<file path="src/rtl/pipe_hazard_ctrl.sv">
// Pipeline hazard sequencer: PC / IF-ID enables and IF-ID / ID-EX flushes for load-use, taken branch and multi-cycle EX ops.
// Optional HAZARD_PERF_EN adds saturating stall_cnt / flush_cnt performance counters.
module pipe_hazard_ctrl #(
  parameter int RW         = 3,
  parameter int FLUSH_CYC  = 1,
  parameter int MC_TIMEOUT = 64
) (
  input  logic          clk,
  input  logic          rst,
  input  logic [RW-1:0] id_rs1,
  input  logic [RW-1:0] id_rs2,
  input  logic          id_rs1_used,
  input  logic          id_rs2_used,
  input  logic          ex_valid,
  input  logic          ex_is_load,
  input  logic [RW-1:0] ex_rd,
  input  logic          br_taken,
  input  logic          mc_start,
  input  logic          mc_done,
  output logic          pc_en,
  output logic          ifid_en,
  output logic          ifid_flush,
  output logic          idex_flush,
  output logic          mc_busy,
  output logic          mc_err,
  output logic [1:0]    state
`ifdef HAZARD_PERF_EN
  ,
  output logic [15:0]   stall_cnt,
  output logic [15:0]   flush_cnt
`endif
);

  localparam logic [1:0] S_RUN     = 2'b00;
  localparam logic [1:0] S_FLUSH   = 2'b01;
  localparam logic [1:0] S_MC_WAIT = 2'b10;

  localparam logic [3:0] FLUSH_RELOAD = 4'(FLUSH_CYC - 1);
  localparam logic [7:0] MC_LAST      = 8'(MC_TIMEOUT - 1);

  logic [1:0] r_state;
  logic [3:0] r_fcnt;
  logic [7:0] r_mcnt;
  logic       r_mc_err;

  logic [1:0] w_next_state;
  logic [3:0] w_next_fcnt;
  logic [7:0] w_next_mcnt;
  logic       w_set_err;
  logic       w_br_acc;
  logic       w_lu;
  logic       w_pc_en;
  logic       w_ifid_en;
  logic       w_ifid_flush;
  logic       w_idex_flush;
  logic       w_mc_busy;

  // Register 0 is hardwired zero, so a load targeting it never creates a dependency.
  assign w_lu = ex_valid && ex_is_load && (ex_rd != '0) &&
                ((id_rs1_used && (id_rs1 == ex_rd)) || (id_rs2_used && (id_rs2 == ex_rd)));

  always_comb begin
    // NOTE: every signal gets a default first so no path through the case leaves it unassigned (no latch).
    w_pc_en      = 1'b1;
    w_ifid_en    = 1'b1;
    w_ifid_flush = 1'b0;
    w_idex_flush = 1'b0;
    w_mc_busy    = 1'b0;
    w_next_state = r_state;
    w_next_fcnt  = r_fcnt;
    w_next_mcnt  = r_mcnt;
    w_set_err    = 1'b0;
    w_br_acc     = 1'b0;

    case (r_state)
      S_RUN: begin
        if (br_taken) begin
          w_ifid_flush = 1'b1;
          w_idex_flush = 1'b1;
          w_br_acc     = 1'b1;
          if (FLUSH_CYC > 1) begin
            w_next_state = S_FLUSH;
            w_next_fcnt  = FLUSH_RELOAD;
          end
        end else if (w_lu) begin
          w_pc_en      = 1'b0;
          w_ifid_en    = 1'b0;
          w_idex_flush = 1'b1;
        end else if (mc_start) begin
          w_next_state = S_MC_WAIT;
          w_next_mcnt  = '0;
        end
      end

      S_FLUSH: begin
        w_ifid_flush = 1'b1;
        if (br_taken) begin
          w_idex_flush = 1'b1;
          w_br_acc     = 1'b1;
          w_next_fcnt  = FLUSH_RELOAD;
        end else if (r_fcnt <= 4'd1) begin
          w_next_state = S_RUN;
          w_next_fcnt  = '0;
        end else begin
          w_next_fcnt  = r_fcnt - 4'd1;
        end
      end

      S_MC_WAIT: begin
        if (mc_done) begin
          w_next_state = S_RUN;
          w_next_mcnt  = '0;
        end else if (r_mcnt >= MC_LAST) begin
          w_set_err    = 1'b1;
          w_next_state = S_RUN;
          w_next_mcnt  = '0;
        end else begin
          w_pc_en      = 1'b0;
          w_ifid_en    = 1'b0;
          w_idex_flush = 1'b1;
          w_mc_busy    = 1'b1;
          w_next_mcnt  = r_mcnt + 8'd1;
        end
      end

      default: w_next_state = S_RUN;
    endcase

    if (rst) begin
      w_pc_en      = 1'b0;
      w_ifid_en    = 1'b0;
      w_ifid_flush = 1'b0;
      w_idex_flush = 1'b0;
      w_mc_busy    = 1'b0;
    end
  end

  always_ff @(posedge clk) begin
    // NOTE: sequential state uses non-blocking assignments so every register samples pre-edge values.
    if (rst) begin
      r_state  <= S_RUN;
      r_fcnt   <= '0;
      r_mcnt   <= '0;
      r_mc_err <= 1'b0;
    end else begin
      r_state  <= w_next_state;
      r_fcnt   <= w_next_fcnt;
      r_mcnt   <= w_next_mcnt;
      if (w_set_err) r_mc_err <= 1'b1;
    end
  end

`ifdef HAZARD_PERF_EN
  logic [15:0] r_stall_cnt;
  logic [15:0] r_flush_cnt;

  always_ff @(posedge clk) begin
    if (rst) begin
      r_stall_cnt <= '0;
      r_flush_cnt <= '0;
    end else begin
      if (!w_pc_en && (r_stall_cnt != 16'hFFFF)) r_stall_cnt <= r_stall_cnt + 16'd1;
      if (w_br_acc && (r_flush_cnt != 16'hFFFF)) r_flush_cnt <= r_flush_cnt + 16'd1;
    end
  end

  assign stall_cnt = r_stall_cnt;
  assign flush_cnt = r_flush_cnt;
`endif

  assign pc_en      = w_pc_en;
  assign ifid_en    = w_ifid_en;
  assign ifid_flush = w_ifid_flush;
  assign idex_flush = w_idex_flush;
  assign mc_busy    = w_mc_busy;
  assign mc_err     = r_mc_err;
  assign state      = r_state;

endmodule
</file>
<file path="config.mk">
export PLATFORM = sky130hd
export DESIGN_NAME = pipe_hazard_ctrl
export DESIGN_NICKNAME = d
export VERILOG_FILES = /design/src/rtl/pipe_hazard_ctrl.sv
export SDC_FILE = /design/constraint.sdc
export NUM_CORES = 1
export LEC_CHECK = 0
export ABC_AREA = 1
export CELL_PAD_IN_SITES_DETAIL_PLACEMENT = 0
export CELL_PAD_IN_SITES_GLOBAL_PLACEMENT = 1
export CORE_MARGIN = 2
export CORE_UTILIZATION = 28
export DETAILED_ROUTE_END_ITERATION = 16
export GPL_TIMING_DRIVEN = 0
export HOLD_SLACK_MARGIN = 0.03
export PLACE_DENSITY = 0.73
export REMOVE_ABC_BUFFERS = 1
export SYNTH_ARGS = -nofsm -noshare
export SYNTH_HDL_FRONTEND = slang
export SYNTH_SLANG_ARGS = --single-unit
</file>
<file path="constraint.sdc">
create_clock -name clk -period 1.62 [get_ports clk]
set_input_delay 0.243 -clock clk [delete_from_list [all_inputs] [get_ports clk]]
set_output_delay 0.243 -clock clk [all_outputs]
set_load 0.005 [all_outputs]
</file>
* Word-level counts from Yosys, hierarchy flattened
Cells that the tools add are included.
** Storage, ports and cells
- Register bits :: 15
- Input port bits :: 18
- Word-level logic and storage cells :: 64
** Operators by class
- $add $sub $neg :: 2
- Order comparisons :: 2
- Eq/ne operators :: 10
- Muxes and demuxes :: 35
- Reductions and logical operators :: 11
** Operators with widths (count)
- 8-bit two-way mux :: 5
- 1-bit two-way mux :: 16
- 8-bit case mux with 2 select lines :: 1
- 2-bit two-way mux :: 7
- 2-bit inequality test (second input constant) :: 5
- 8-bit by 1-bit adder with 8-bit output (second input constant) :: 1
- 8-bit by 6-bit greater-or-equal comparator with 1-bit output (second input constant) :: 1
- 4-bit two-way mux :: 2
- 3-bit == test :: 2
- 2-bit case mux with 3 select lines :: 1
- 6-bit AND reduction :: 1
- 1-bit logical AND :: 5
- 4-bit by 1-bit <= comparator with 1-bit output (second input constant) :: 1
- 1-bit case mux with 2 select lines :: 2
- 4-bit AND reduction :: 1
- 4-bit by 1-bit subtractor with 4-bit output (second input constant) :: 1
- 3-bit inequality test (second input constant) :: 1
- 1-bit case mux with 3 select lines :: 1
- 3-bit nonzero test :: 1
- 2-bit by 1-bit == test with 1-bit output (second input constant) :: 1
- 2-bit == test (second input constant) :: 1
- 2-bit logical NOT :: 1
- 2-bit nonzero test :: 1
- 1-bit logical OR :: 1

* Logic depth before layout (Yosys ltp)
Gate-level depths: netlist of run 1.
- Depth in word-level cells :: 8
- Depth in mapped cells :: 10

* Least setup slack after synthesis of run 1
OpenSTA, ideal clock, no wires.
- Path kind :: register to output
- From :: register r_mcnt[0]
- To :: output pc_en
- Arrival time :: 1289 ps
- Required time :: 1377 ps
- Path slack :: 88 ps
- Cell stages (with the launch flop) :: 9
- Path buffers :: 1
- Path through :: dfxtp_1 > ha_1 > nand3_2 > nor2_1 > nand2_1 > nand3_2 > nand2_1 > a21oi_1 > buf_4
** On the way
- Longest elaborated chain between the ends :: 5
** RTL lines
- start: declaration :: RTL line 43 : logic [7:0] r_mcnt;
- start signal: assignment :: RTL line 148 : r_mcnt <= w_next_mcnt;
- 8-bit by 6-bit greater-or-equal comparator with 1-bit output :: RTL line 113 : end else if (r_mcnt >= MC_LAST) begin
- 1-bit two-way mux (2 in series)
- 1-bit case mux with 2 select lines
- 1-bit two-way mux
- end: declaration :: RTL line 20 : output logic pc_en,
No other way between the ends.

* Worst setup path in the final report of run 1
- From :: register r_mcnt[1]
- To :: output mc_busy
** On the way
- Longest elaborated chain between the ends :: 5
** RTL lines
- 8-bit by 6-bit greater-or-equal comparator with 1-bit output :: RTL line 113
- 1-bit two-way mux :: RTL line 113
- 1-bit two-way mux :: RTL line 110 : if (mc_done) begin
- 1-bit two-way mux :: RTL line 75 : case (r_state)
- 1-bit two-way mux :: RTL line 129 : if (rst) begin
- end: declaration :: RTL line 24 : output logic mc_busy,
No other way between the ends.

==> summary.md, run 1 <==
| Metric | Value |
|---|---|
| Status | `finished with violations` |
| Failing checks | `setup timing` |
| Mean post-synth cell area | `6.24 um^2` |
| Ratio of cells with drive above 1 in the final layout | `between 30% and 40%` |
| Layout Skew | `0.00210 ns` |
| DRT Wirelength | `1670 um` |
| CP Max Fanout | `4` |
| Vias in the first global route | `~680` |
| Initial drt markers | `10` |
| Hold buffers post-CTS | `0` |
| First-pass GRT wire length | `2820 um` |
| Critical path startpoint category | `register` |
| Tcrit/Tclk final | `104%` |
| Num rows | `18` |
| Initial antenna violation count | `0` |
| Number of vias per cell | `between 4 and 5` |
| Port buffer count | `24` |
| Mapped Cells | `111` |
| Final nets | `165` |
| Worst hold slack | `~0.43 ns` |
| Placer Congestion | `0.720` |
| ANT nets after route | `0` |
| Slowest cell on the critical path | `dfxtp_2` |
| Leakage | `0.523 nW` |
| GRT Util Overall | `13.4%` |
| CP Class | `reg -> out` |
| Design area | `between 1000 and 1500 um^2` |
| Post-Syn Area | `between 600 and 700 um^2` |
| Ranking of synthesized cells by area | `dfxtp_1 29%, nand2_1 17%, inv_1 7.0%` |
| WP data arrival | `approximately 1.4 ns` |
| Worst Reg2Reg Path Length in Cells | `12` |
| Hold Crit Class | `reg -> reg` |
| Fmax | `slightly below 600 MHz` |
| DR WL/cell | `roughly 9.5 um` |
| Post-layout minimum cycle time | `roughly 1.7 ns` |
| Netlist cell types | `24` |
| Area delta synth->final | `55.6%` |
| Die Wd | `between 50 and 60 um` |
| Total power draw | `slightly below 0.7 mW` |
| Top cell family by delay on the critical path | `simple AND/OR/NAND/NOR gates` |
| Power per cell area | `between 600 and 700 nW/um^2` |
| CTS clock-pin slew for the worst setup and hold paths | `~0.07 ns` |
| Place WS | `-0.581 ns` |
| Post-DP HPWL | `1250 um` |
| Levels on crit path | `8` |
| Initial Utilization | `between 20 and 30%` |
| RSZ-0062 raised after global routing | `true` |
| CTS buffer count | `3` |
| CP peak stage delay | `0.34 ns` |
| CP bufs+invs | `2` |
| CTS max path bufs | `2` |
| Final Non-Filler Cells | `approximately 180` |
| Crit-path cells | `ha_4 > nand3_4 > nor2_4 > nand2_2 > nand3_4 > buf_6 > nor2_4 > buf_2` |
| MaxCap Viol Count | `0` |
| YS warnings | `0` |
| Final Hold Fails | `0` |
| Root buf cell | `clkbuf_4` |
| WP data required | `1.38 ns` |
| Ant diodes | `0` |
| Hold Path Stages | `2` |
| Die ar. | `~2900 um^2` |
| Area leader, netlist | `dfxtp_1` |
| Maximum VDD drop | `slightly below 0.3 mV` |
| CTS tree | `yes` |
| Placed Area | `between 900 and 1000 um^2` |
| Die Ht | `53.8 um` |
| Min setup slack post-route | `-0.0652 ns` |
| 1st-pass router iterations | `4` |
| Max-slew violations | `0` |
| GRT overflow | `0` |
| CP endpoint kind | `output port` |
| Vias | `between 700 and 800` |
| # IOs | `26` |
| Dpl cells | `~160` |
| Drt drc | `0` |
| Number of synthesized register bits | `10` |
| Post-synth top area share | `28.9%` |
| Worst-Skew Late Latency | `0.26 ns` |
| Core Area | `roughly 2400 um^2` |
| Fill count | `275` |
| Finish-stage setup viols | `3` |
| H-tree depth | `1` |
| Clock sink count | `10` |
| Sequential element share of the synthesized area | `between 20% and 30%` |
| Largest net degree at the start of global routing | `11` |
state kept, by name (all words and copies together) (netlist names):
signal and flops:
state 1, r_mcnt 8, mc_err 1
Yosys cell counts:
library cell / instances
a21oi_1: 5
a21oi_2: 2
a31oi_1: 3
buf_4: 2
clkbuf_1: 1
conb_1: 1
dfxtp_1: 10
ha_1: 1
inv_1: 13
inv_2: 6
nand2_1: 32
nand2_2: 3
nand2_4: 1
nand3_1: 4
nand3_2: 2
nand3b_1: 1
nand4_1: 2
nor2_1: 13
nor2_2: 3
nor2_4: 1
nor3_1: 1
o21ai_0: 1
xnor2_1: 1
xor2_1: 2
final timing paths:
kind,start,to,slack [ns]
setup / recovery,r_mcnt[1],mc_busy,-0.07
hold / removal,r_mcnt[6],r_mcnt[6],0.43
setup reg to reg,r_mcnt[1],r_mcnt[0],0.17
hold reg to reg,r_mcnt[6],r_mcnt[6],0.43
layout make-up:
type                       instances  area, um^2  area share [%]
inverter                          19        71.3            6.61
tap                               30        37.5            3.48
sequential                        10         204            18.9
timing repair buffer              33         280            26.0
multi-input combinational         79         449            41.6
clock buffer                       4        36.3            3.36
worst reg2reg max path: cells and delay by family (launching register included):
family          cells  cell delay (ns)
simple gates        6             0.45
flops               1             0.34
compound gates      1             0.08
fa+ha+maj           1             0.17
buf+inv             4             0.33
placed cells by master (no fill, tap or decap):
cell type | netlist | routed
a21oi_1 | 5 | 4
a21oi_2 | 2 | 3
a31oi_1 | 3 | 3
buf_2 | 0 | 4
buf_4 | 2 | 8
buf_6 | 0 | 1
clkbuf_4 | 0 | 3
clkbuf_8 | 0 | 1
clkdlybuf4s50_1 | 0 | 8
conb_1 | 1 | 1
dfxtp_1 | 10 | 7
dfxtp_2 | 0 | 3
dlygate4sd2_1 | 0 | 11
dlymetal6s2s_1 | 0 | 1
ha_4 | 0 | 1
inv_1 | 13 | 13
inv_2 | 6 | 6
nand2_1 | 32 | 29
nand2_2 | 3 | 6
nand2_4 | 1 | 1
nand3_1 | 4 | 4
nand3_4 | 0 | 2
nand3b_1 | 1 | 1
nand4_1 | 2 | 2
nor2_1 | 13 | 12
nor2_2 | 3 | 3
nor2_4 | 1 | 2
nor3_1 | 1 | 1
o21ai_0 | 1 | 1
xnor2_1 | 1 | 1
xor2_1 | 2 | 2
logic make-up (layout without fill, tap and decap cells):
logic type / count (synthesis) / after routing / synth area share [%]
XOR/XNOR: 3 / 3 / 3.79
adder cells (fa/ha/maj): 1 / 1 / 1.80
buffers and inverters: 22 / 56 / 13.0
other: 1 / 1 / 0.541
AO/OA/AOI/OAI: 11 / 11 / 9.57
AND/OR/NAND/NOR: 63 / 63 / 42.4
flip-flops: 10 / 10 / 28.9
layer usage:
metal	wire [um]	global-route usage, %
met1	681	14.8
met2	861	24.8
met3	92	1.94
met4	29	6.41
met5	0	0
metrics by stage:
step                      TNS [ns]  util [%]
after floorplan                  0         -
after global placement       -2.19      39.5
after detailed placement     -2.27      39.5
after CTS                   -0.276      44.1
after global routing        -0.516      44.8
final                       -0.191      44.8
power by group:
group          switching, mW  total, mW  internal [mW]
sequential            0.0130      0.274          0.261
combinational         0.0905      0.184         0.0932
clock                 0.0889      0.225          0.136
total                  0.192      0.683          0.491
what timing repair did:
| item | 4_1_cts | 5_1_grt |
|---|---|---|
| resized for setup | 40 | 2 |
| pin swaps | 10 | 3 |
| setup endpoints to repair | 5 | 4 |
| setup buffers | 8 | 1 |
Power figures use the tool's default switching activity.
==> inputs of run 2 (changes only) <==
Settings changed: PLACE_DENSITY 0.73 to 0.76, TNS_END_PERCENT from default to 5.
==> run 2 against run 1 <==
The flow still finishes with violations (setup timing). Sequential power is essentially flat. Final area decreased by 0.93%. Non-clock buffer count fell by 1. Setup slack got worse by 0.043 ns. Sequential share of layout area rose by 0.29 points. Clock power down 26%. Wire length fell by 3.1%. Clock skew grew 0.0018 ns. Flip-flop and latch count is the same. Critical path depth unchanged. Fmax decreased by 2.5%.
==> summary.md, run 2 (synthesis results as in run 1) <==
| Metric | Value |
|---|---|
| Vias | `around 750` |
| Area delta synth->final | `54.2%` |
| Worst min-delay path endpoint | `r_mcnt[6]` |
| Fill count | `252` |
| First-pass GRT wire length | `roughly 2600 um` |
| Die Wd | `about 54 um` |
| Ant diodes | `0` |
| Leakage | `between 0.5 and 0.6 nW` |
| Vias in the first global route | `716` |
| Max-slew violations | `0` |
| Initial Utilization | `28.8%` |
| Finish-stage setup viols | `4` |
| Worst Reg2Reg Path Length in Cells | `12` |
| Drt drc | `0` |
| Crit-path cells | `ha_4 > nand3_2 > nor2_1 > nand2_1 > nand3_4 > buf_6 > a31oi_4 > buf_2` |
| Worst-Skew Late Latency | `between 0.2 and 0.3 ns` |
| CP Max Fanout | `4` |
| H-tree depth | `1` |
| Power per cell area | `593 nW/um^2` |
| Placer Congestion | `around 0.8` |
| Post-layout minimum cycle time | `between 1.5 and 2 ns` |
| Final Hold Fails | `0` |
| CTS tree | `yes` |
| Hold Crit Start | `r_mcnt[6]` |
| Failing checks | `setup timing` |
| Initial drt markers | `8` |
| Largest net degree at the start of global routing | `11` |
| Flip-flop count of the largest register after layout | `8` |
| Leading cell type in the layout, fill and taps excluded | `nand2_1` |
| Met1 WL | `roughly 700 um` |
| Hold Path Stages | `2` |
| Final nets | `approximately 160` |
| 1st-pass router iterations | `4` |
| Hold buffers post-CTS | `0` |
| Number of vias per cell | `4.36` |
| Fmax | `about 580 MHz` |
| Worst hold slack | `0.429 ns` |
| GRT Util Overall | `between 10% and 20%` |
| DRT Wirelength | `1610 um` |
| CP bufs+invs | `2` |
| Die Ht | `53.8 um` |
| R2R Path End | `r_mcnt[0]` |
| Reg with most FFs | `r_mcnt` |
| ANT nets after route | `0` |
| DR WL/cell | `slightly above 9 um` |
| Worst rel slew slack | `between 60% and 70%` |
| Die ar. | `2890 um^2` |
| Root buf cell | `clkbuf_4` |
| Reg2Reg Setup Slack | `0.13 ns` |
| Most frequent cells in the layout | `30 x nand2_1, 15 x clkdlybuf4s50_1, 13 x inv_1, 13 x nor2_1, 8 x dfxtp_1` |
| Hold Crit Class | `reg -> reg` |
| Num rows | `18` |
| Crit Reg-Reg Startpoint | `r_mcnt[0]` |
| Core Area | `between 2000 and 2500 um^2` |
| Port buffer count | `24` |
| # IOs | `26` |
| Tcrit/Tclk final | `107%` |
| Maximum VDD drop | `0.421 mV` |
| GRT overflow | `0` |
| Critical path startpoint category | `register` |
| CTS buffer count | `3` |
| CP Class | `reg -> out` |
| Layout Skew | `just under 0.004 ns` |
| Final Util | `between 40% and 50%` |
| CP endpoint kind | `output port` |
| Post-DP HPWL | `about 1300 um` |
| WP data arrival | `1.49 ns` |
| Slowest cell on the critical path | `dfxtp_4` |
| MaxCap Viol Count | `0` |
| Top cell family by delay on the critical path | `flip-flops` |
| Measured slew at the worst slew-check pin | `roughly 0.55 ns` |
| Place WS | `-0.581 ns` |
| Status | `finished with violations` |
| Highest metal used | `met4` |
| Initial antenna violation count | `0` |
| Met3 Wirelength | `between 70 and 80 um` |
| Ratio of cells with drive above 1 in the final layout | `28.0%` |
| Min setup slack post-route | `-0.108 ns` |
| CTS clock-pin slew for the worst setup and hold paths | `0.06 ns` |
| CP peak stage delay | `roughly 0.35 ns` |
| CTS max path bufs | `2` |
| RSZ-0062 raised after global routing | `true` |
| WL met2 | `around 800 um` |
| Clock sink count | `10` |
| WP data required | `between 1 and 1.5 ns` |
[run 2: changes by cell type in the layout (fill, tap and decap cells not counted), sizes merged]
| cell | before | now |
|---|---|---|
| clkbuf | 4 | 3 |
| dlygate4sd2 | 11 | 4 |
| clkdlybuf4s50 | 8 | 15 |
| buf | 13 | 12 |
[run 2: report_power, final]
group	switching (mW)	leakage, nW	total [mW]	internal, mW
combinational	0.0920	0.408	0.191	0.0989
clock	0.0807	0.0138	0.166	0.0856
sequential	0.0126	0.0821	0.277	0.264
[run 2: worst max path at each step]
stage,to,cells after the start,slack [ns],startpoint
after floorplan,ifid_en,7,0.20,r_mcnt[0]
after global placement,pc_en,10,-0.55,ex_rd[1]
after detailed placement,pc_en,10,-0.58,ex_rd[1]
after CTS,pc_en,8,-0.14,r_mcnt[1]
after global routing,pc_en,8,-0.21,r_mcnt[1]
final,idex_flush,8,-0.11,r_mcnt[0]
[run 2: area by class of cell]
type | count | area [um^2] | share of cell area [%]
Tap cell | 30 | 37.5 | 3.51
Multi-Input combinational cell | 79 | 447 | 41.8
Clock buffer | 3 | 22.5 | 2.11
Sequential cell | 10 | 205 | 19.2
Inverter | 19 | 71.3 | 6.67
Timing Repair Buffer | 32 | 285 | 26.7
[run 2: routing by layer]
metal / vias up / track usage, %
met5: - / 0
met4: 0 / 6.41
met3: 4 / 2.50
met2: 19 / 22.6
met1: 329 / 12.9
li1: 402 / -
[run 2: worst register-to-register path, delay by kind of cell, from the launching register on]
family	cells	cell delay, ns
AND/OR/NAND/NOR	6	0.48
flip-flops	1	0.35
buffers and inverters	4	0.34
adder cells (fa/ha/maj)	1	0.15
AO/OA/AOI/OAI	1	0.10
[run 2: stage by stage]
step	TNS (ns)	cell area, um^2	power (mW)	std cells
finish	-0.358	1070	0.634	173
detailed placement	-2.24	952	0.441	162
global route	-0.779	1070	0.678	173
global placement	-2.15	952	0.439	162
floorplan	0	674	0.356	108
CTS	-0.413	1050	0.638	172
[run 2: timing repair]
item	4_1_cts	5_1_grt
setup endpoints to repair	5	4
buffers inserted	7	1
pin swaps	6	4
gates resized for setup	30	2
==> inputs of run 3 (changes only) <==
Settings changed: CELL_PAD_IN_SITES_DETAIL_PLACEMENT 0 to default, CELL_PAD_IN_SITES_GLOBAL_PLACEMENT 1 to default, CORE_UTILIZATION 28 to 42, PLACE_DENSITY 0.76 to 0.77.
==> run 3 against run 2 <==
The flow still finishes with violations (setup timing). Register-to-register slack better by 0.06 ns. Global-route usage grew 6.3 points. Power increased by 8.7%. Clock power increased by 34%. Flip-flop and latch count stayed put. Cell count shrank 5.2%. Via count increased by 4.6%. Setup slack better by 0.019 ns. Combinational power about the same. Wire length rose by 1.1%. Critical path depth unchanged. Fmax is 1.1% higher. Critical path type unchanged. Highest routed layer unchanged.
==> summary.md, run 3 (synthesis results as in run 1) <==
| Metric | Value |
|---|---|
| GRT overflow | `0` |
| Flip-flop count of the largest register after layout | `8` |
| Number of vias per cell | `4.81` |
| Initial drt markers | `11` |
| 1st-pass router iterations | `4` |
| CTS clock-pin slew for the worst setup and hold paths | `~0.07 ns` |
| Most frequent cells in the layout | `30 x nand2_1, 12 x inv_1, 11 x nor2_1` |
| Post-DP HPWL | `about 1200 um` |
| Min setup slack post-route | `-0.0894 ns` |
| Reg with most FFs | `r_mcnt` |
| Hold buffers post-CTS | `0` |
| Initial antenna violation count | `0` |
| Die ar. | `around 2000 um^2` |
| MaxCap Viol Count | `0` |
| Drt drc | `0` |
| Vias in the first global route | `~700` |
| ANT nets after route | `0` |
| Critical path startpoint category | `register` |
| Core Area | `1520 um^2` |
| Maximum VDD drop | `roughly 0.33 mV` |
| Failing checks | `setup timing` |
| Die Wd | `about 45 um` |
| First-pass GRT wire length | `approximately 2700 um` |
| CP Max Fanout | `3` |
| Tcrit/Tclk final | `106%` |
| Final Hold Fails | `0` |
| Post-layout minimum cycle time | `roughly 1.7 ns` |
| RSZ-0062 raised after global routing | `true` |
| Status | `finished with violations` |
| Area delta synth->final | `62.1%` |
| DRT Wirelength | `between 1500 and 2000 um` |
| DR WL/cell | `roughly 9.9 um` |
| WP data required | `roughly 1.4 ns` |
| CTS tree | `yes` |
| Reg2Reg Setup Slack | `0.19 ns` |
| CP dominant cell by count | `nand3_4` |
| Placed Area | `935 um^2` |
| Worst-Skew Late Latency | `between 0.2 and 0.3 ns` |
| Worst rel slew slack | `64.8%` |
| Ant diodes | `0` |
| CP Class | `reg -> out` |
| Clock sink count | `10` |
| Vias | `around 790` |
| CP bufs+invs | `2` |
| Crit-path cells | `ha_4 > nand3_4 > nor2_2 > nand2_2 > nand3_4 > buf_6 > a31oi_4 > buf_2` |
| CTS buffer count | `3` |
| Top cell family by delay on the critical path | `flip-flops` |
| Hold Crit Class | `reg -> reg` |
| Ratio of cells with drive above 1 in the final layout | `roughly 32%` |
| # IOs | `26` |
| Root buf cell | `clkbuf_4` |
| Power per cell area | `around 610 nW/um^2` |
| H-tree depth | `1` |
| Placer Congestion | `between 0.8 and 0.9` |
| Largest net degree at the start of global routing | `11` |
| Fmax | `between 500 and 600 MHz` |
| Total power draw | `between 0.6 and 0.7 mW` |
| Die Ht | `between 40 and 50 um` |
| Slowest cell on the critical path | `dfxtp_4` |
| Finish-stage setup viols | `4` |
| Initial Utilization | `45.5%` |
| CP endpoint kind | `output port` |
| Design area | `1120 um^2` |
| Leading cell type in the layout, fill and taps excluded | `nand2_1` |
| WP data arrival | `between 1 and 1.5 ns` |
| Layout Skew | `~0.0017 ns` |
| Max-slew violations | `0` |
| Num rows | `14` |
| Port buffer count | `24` |
| Leakage | `0.582 nW` |
| GRT Util Overall | `between 10% and 20%` |
| CTS max path bufs | `2` |
| Measured slew at the worst slew-check pin | `0.528 ns` |
| Final nets | `between 150 and 200` |
| Worst hold slack | `0.428 ns` |
| CP peak stage delay | `0.35 ns` |
-- run 3: repair_timing --
action,4_1_cts,5_1_grt
gates cloned,0,0
setup buffers,10,2
pin swaps,4,6
endpoints found under the setup margin,5,4
resized for setup,28,15
-- run 3: through the flow --
| stage | utilization (%) | cells | TNS, ns | setup slack [ns] |
|---|---|---|---|---|
| after detailed placement | 61.3 | 148 | -2.18 | -0.575 |
| after CTS | 69.5 | 162 | -0.436 | -0.125 |
| final | 73.7 | 164 | -0.242 | -0.0894 |
| after global routing | 73.7 | 164 | -0.551 | -0.168 |
| after floorplan | - | 108 | 0 | 0.200 |
| after global placement | 61.3 | 148 | -2.10 | -0.547 |
-- run 3: final cells by class --
class | instances | area [um^2]
multi-input combinational | 79 | 459
timing repair buffer | 36 | 332
sequential | 10 | 205
tap | 16 | 20.0
inverter | 19 | 71.3
fill | 129 | 400
clock buffer | 4 | 36.3
-- run 3: path summary, 6_finish.rpt --
path	startpoint	endpoint	cells after the start
min	r_mcnt[6]	r_mcnt[6]	2
min reg2reg	r_mcnt[6]	r_mcnt[6]	2
max	r_mcnt[0]	idex_flush	8
max reg2reg	r_mcnt[1]	r_mcnt[3]	10
-- run 3: per-layer routing --
metal / part of all wire (%) / global-route usage, % / vias to the layer above
li1: - / - / 417
met1: 43 / 21.4 / 344
met2: 52 / 33.9 / 26
met3: 4.0 / 2.45 / 2
met4: 1.1 / 7.27 / 0
met5: 0 / 0 / -
-- run 3: power by group --
part           switching [mW]  internal [mW]  total, mW
Combinational          0.0908         0.0989      0.190
Sequential             0.0125          0.264      0.277
Clock                  0.0867          0.136      0.223
-- run 3: worst reg2reg max path, stage by stage (launching register included) --
cell	delay [ns]
dfxtp_2	0.36
ha_4	0.15
nand3_4	0.08
nor2_2	0.10
nand2_2	0.07
buf_4	0.14
buf_4	0.12
nand2_1	0.09
nor2_1	0.06
nand3_1	0.08
a21oi_2	0.06
==> RTL edit: new RTL, settings of run 2 <==
Build with the macro `HAZARD_PERF_EN` defined.
--- a/src/rtl/pipe_hazard_ctrl.sv
+++ b/src/rtl/pipe_hazard_ctrl.sv
@@ -1,4 +1,6 @@
 // Pipeline hazard sequencer: PC / IF-ID enables and IF-ID / ID-EX flushes for load-use, taken branch and multi-cycle EX ops.
 // Optional HAZARD_PERF_EN adds saturating stall_cnt / flush_cnt performance counters.
+`define HAZARD_PERF_EN
+
 module pipe_hazard_ctrl #(
   parameter int RW         = 3,
Function (old outputs only; new: flush_cnt and stall_cnt): kept (Yosys induction, for registers that start in step).
==> RTL edit against run 2 <==
The run still ends with negative setup slack left. Sequential cell count grew 32. Highest routed layer unchanged. Design area grew to 3.3 times the old value. Largest power group unchanged. Clock power grew to 5.2 times the old value. Worst setup slack better by 0.00082 ns. Area after synthesis rose to 3.6 times the old value. Total power rose to 3.5 times the old value. Routed wire length increased to 4.0 times the old value. Combinational power up 57%.
==> RTL edit: results (changes against run 2) <==
The run finished, with violations left. The final reports fail on negative setup slack. The maximum level of the CTS H-tree is 2 (+1).

The critical path launch point is r_mcnt[1]. The ratio of cells with drive above 1 in the final layout came out at 21.2% (-6.8 points). The pin count of the biggest net entering global routing was 29 (+18).

The setup slack on the worst flop-to-flop path came out at 0.07 ns (-0.06 ns). The buffer cell driving the clock tree root is clkbuf_8. The initial antenna violation count was 0 (unchanged). In the synthesized netlist, the cells that appear most often are nand2_1, nor2_1, dfxtp_1. The net switching power came out at 548 uW (+200%). The static leakage power came to 0.00135 uW (+170%). The number of DRC violations after detailed-routing iteration 0 is 36 (+28). The post-layout worst setup margin came out at -0.107 ns (+0.000822 ns). The source-to-sink clock delay at the later pin of the worst-skew pair came out at 0.29 ns (+0.03 ns). The TritonCTS buffer count is 5 (+2). The flip-flop cell with the highest count after synthesis is dfxtp_1. The share of synthesized flip-flops with an asynchronous set or reset came to 0% (unchanged). The capturing element type of the critical path is an output pin. In this run the critical register-to-register path is captured at stall_cnt[15].

The placed wire-length estimate after detailed placement was 4.43 mm (+250%). The final layout net count was 469 (+190%). The wire length of the first global-routing pass came out at 11.2 mm (+330%).

The mean routed wirelength per cell is 11.7 um (+25%). The number of failing setup endpoints in the final timing report is 4 (unchanged). The peak supply drop came out at 0.000318 V (-24%). The number of distinct library cell variants in the gate-level netlist after synthesis came out at 36 (+50%).

The total routing resource utilization after global routing came out at 13.5% (+1.3 points). The number of warnings printed during yosys synthesis came out at 0 (unchanged). The via-per-instance ratio was 4.63 (+6.2%).

Yosys attributes the largest share of cell area to dfxtp_1, nand2_1, nor2_1, a21oi_1, inv_1. In this run the critical register-to-register path is launched from stall_cnt[0]. The number of global-route vias before repair is 2511 (+250%). The setup skew after layout came out at 0.00889 ns (+0.00494 ns). The min-delay analysis places its worst path in the category reg -> reg.

The count of port buffers added during placement came out at 56 (+130%). The data arrival time of the critical path came out at 1.48 ns. The biggest fanout along the worst timing path is 4 (unchanged).

The largest buffer count on any clock path is 2 (unchanged). The diode insertion count for antenna repair came out at 0 (unchanged). The worst-case reg-to-reg path depth came out at 11 (-1). The sequential cell area fraction in the yosys report was 33.4% (+4.5 points). The first-pass detailed-route iteration total is 6 (+2). The capture point of the worst path is idex_flush. The clock transition at the registers of the reported paths is 0.08 ns (+0.02 ns). The aggregate global routing overflow came out at 0 (unchanged).

The routability congestion estimate is 0.793 (-1.0%).
-- RTL edit: repair_timing --
action / CTS / global route
cloned: 1 / 0
pin swaps: 11 / 7
setup buffers: 10 / 3
setup endpoints to repair: 39 / 36
resized for setup: 49 / 30
-- RTL edit: worst min path at each step --
stage / startpoint / slack, ns / depth (start not counted) / end
floorplan: rst / 0.31 / 1 / flush_cnt[13]
global placement: r_mcnt[6] / 0.42 / 2 / r_mcnt[6]
detailed placement: r_mcnt[7] / 0.42 / 2 / r_mcnt[7]
CTS: r_mcnt[7] / 0.44 / 2 / r_mcnt[7]
global route: r_mcnt[7] / 0.46 / 2 / r_mcnt[7]
finish: r_mcnt[6] / 0.43 / 2 / r_mcnt[6]
-- RTL edit: worst max-delay path: stages (launching register included) --
cell     delay (ns)
dfxtp_2        0.34
ha_4           0.16
nand2_2        0.06
nor2_2         0.03
nand2_2        0.08
nand4_4        0.09
buf_6          0.15
a31oi_1        0.15
buf_2          0.14
-- RTL edit: logic make-up (layout without fill, tap and decap cells) --
group	Yosys count	after routing	synth area share (%)
compound gates	45	45	9.40
xor+xnor	8	8	2.78
buf+inv	63	128	11.1
fa+ha+maj	3	3	1.49
simple gates	220	221	41.7
other cells	1	1	0.149
flops	42	42	33.4
-- RTL edit: metal layers --
metal	vias up	share of wire, %	track usage, %
met5	-	0	0
met1	1174	46	17.2
met2	38	49	23.2
met3	11	3.4	2.91
met4	0	1.6	3.48
li1	1350	-	-
-- RTL edit: final cells by class --
cell class / instances / area [um^2]
clock buffers: 6 / 82.6
clock inverters: 1 / 30.0
fillers: 926 / 5250
inverters: 52 / 209
multi-input cells: 278 / 1510
flip-flops and latches: 42 / 866
well taps: 108 / 135
repair buffers: 69 / 641
-- RTL edit: through the flow --
step                power [uW]  setup TNS [ns]  setup slack [ns]  instances  instance area, um^2
floorplan                 1220               0            0.0733        371                 2440
global placement          1350          -25.40             -1.36        535                 3130
detailed placement        1360          -26.68             -1.39        535                 3130
CTS                       2260          -0.661            -0.152        553                 3400
global route              2340           -1.69            -0.193        556                 3480
finish                    2230          -0.253            -0.107        556                 3480
-- RTL edit: power groups by stage --
stage,clock network (uW),registers (uW),logic (uW)
after floorplan,0,1090,129
after global placement,0,1100,253
after detailed placement,0,1100,257
after CTS,899,1070,290
after global routing,934,1080,334
final,858,1070,300
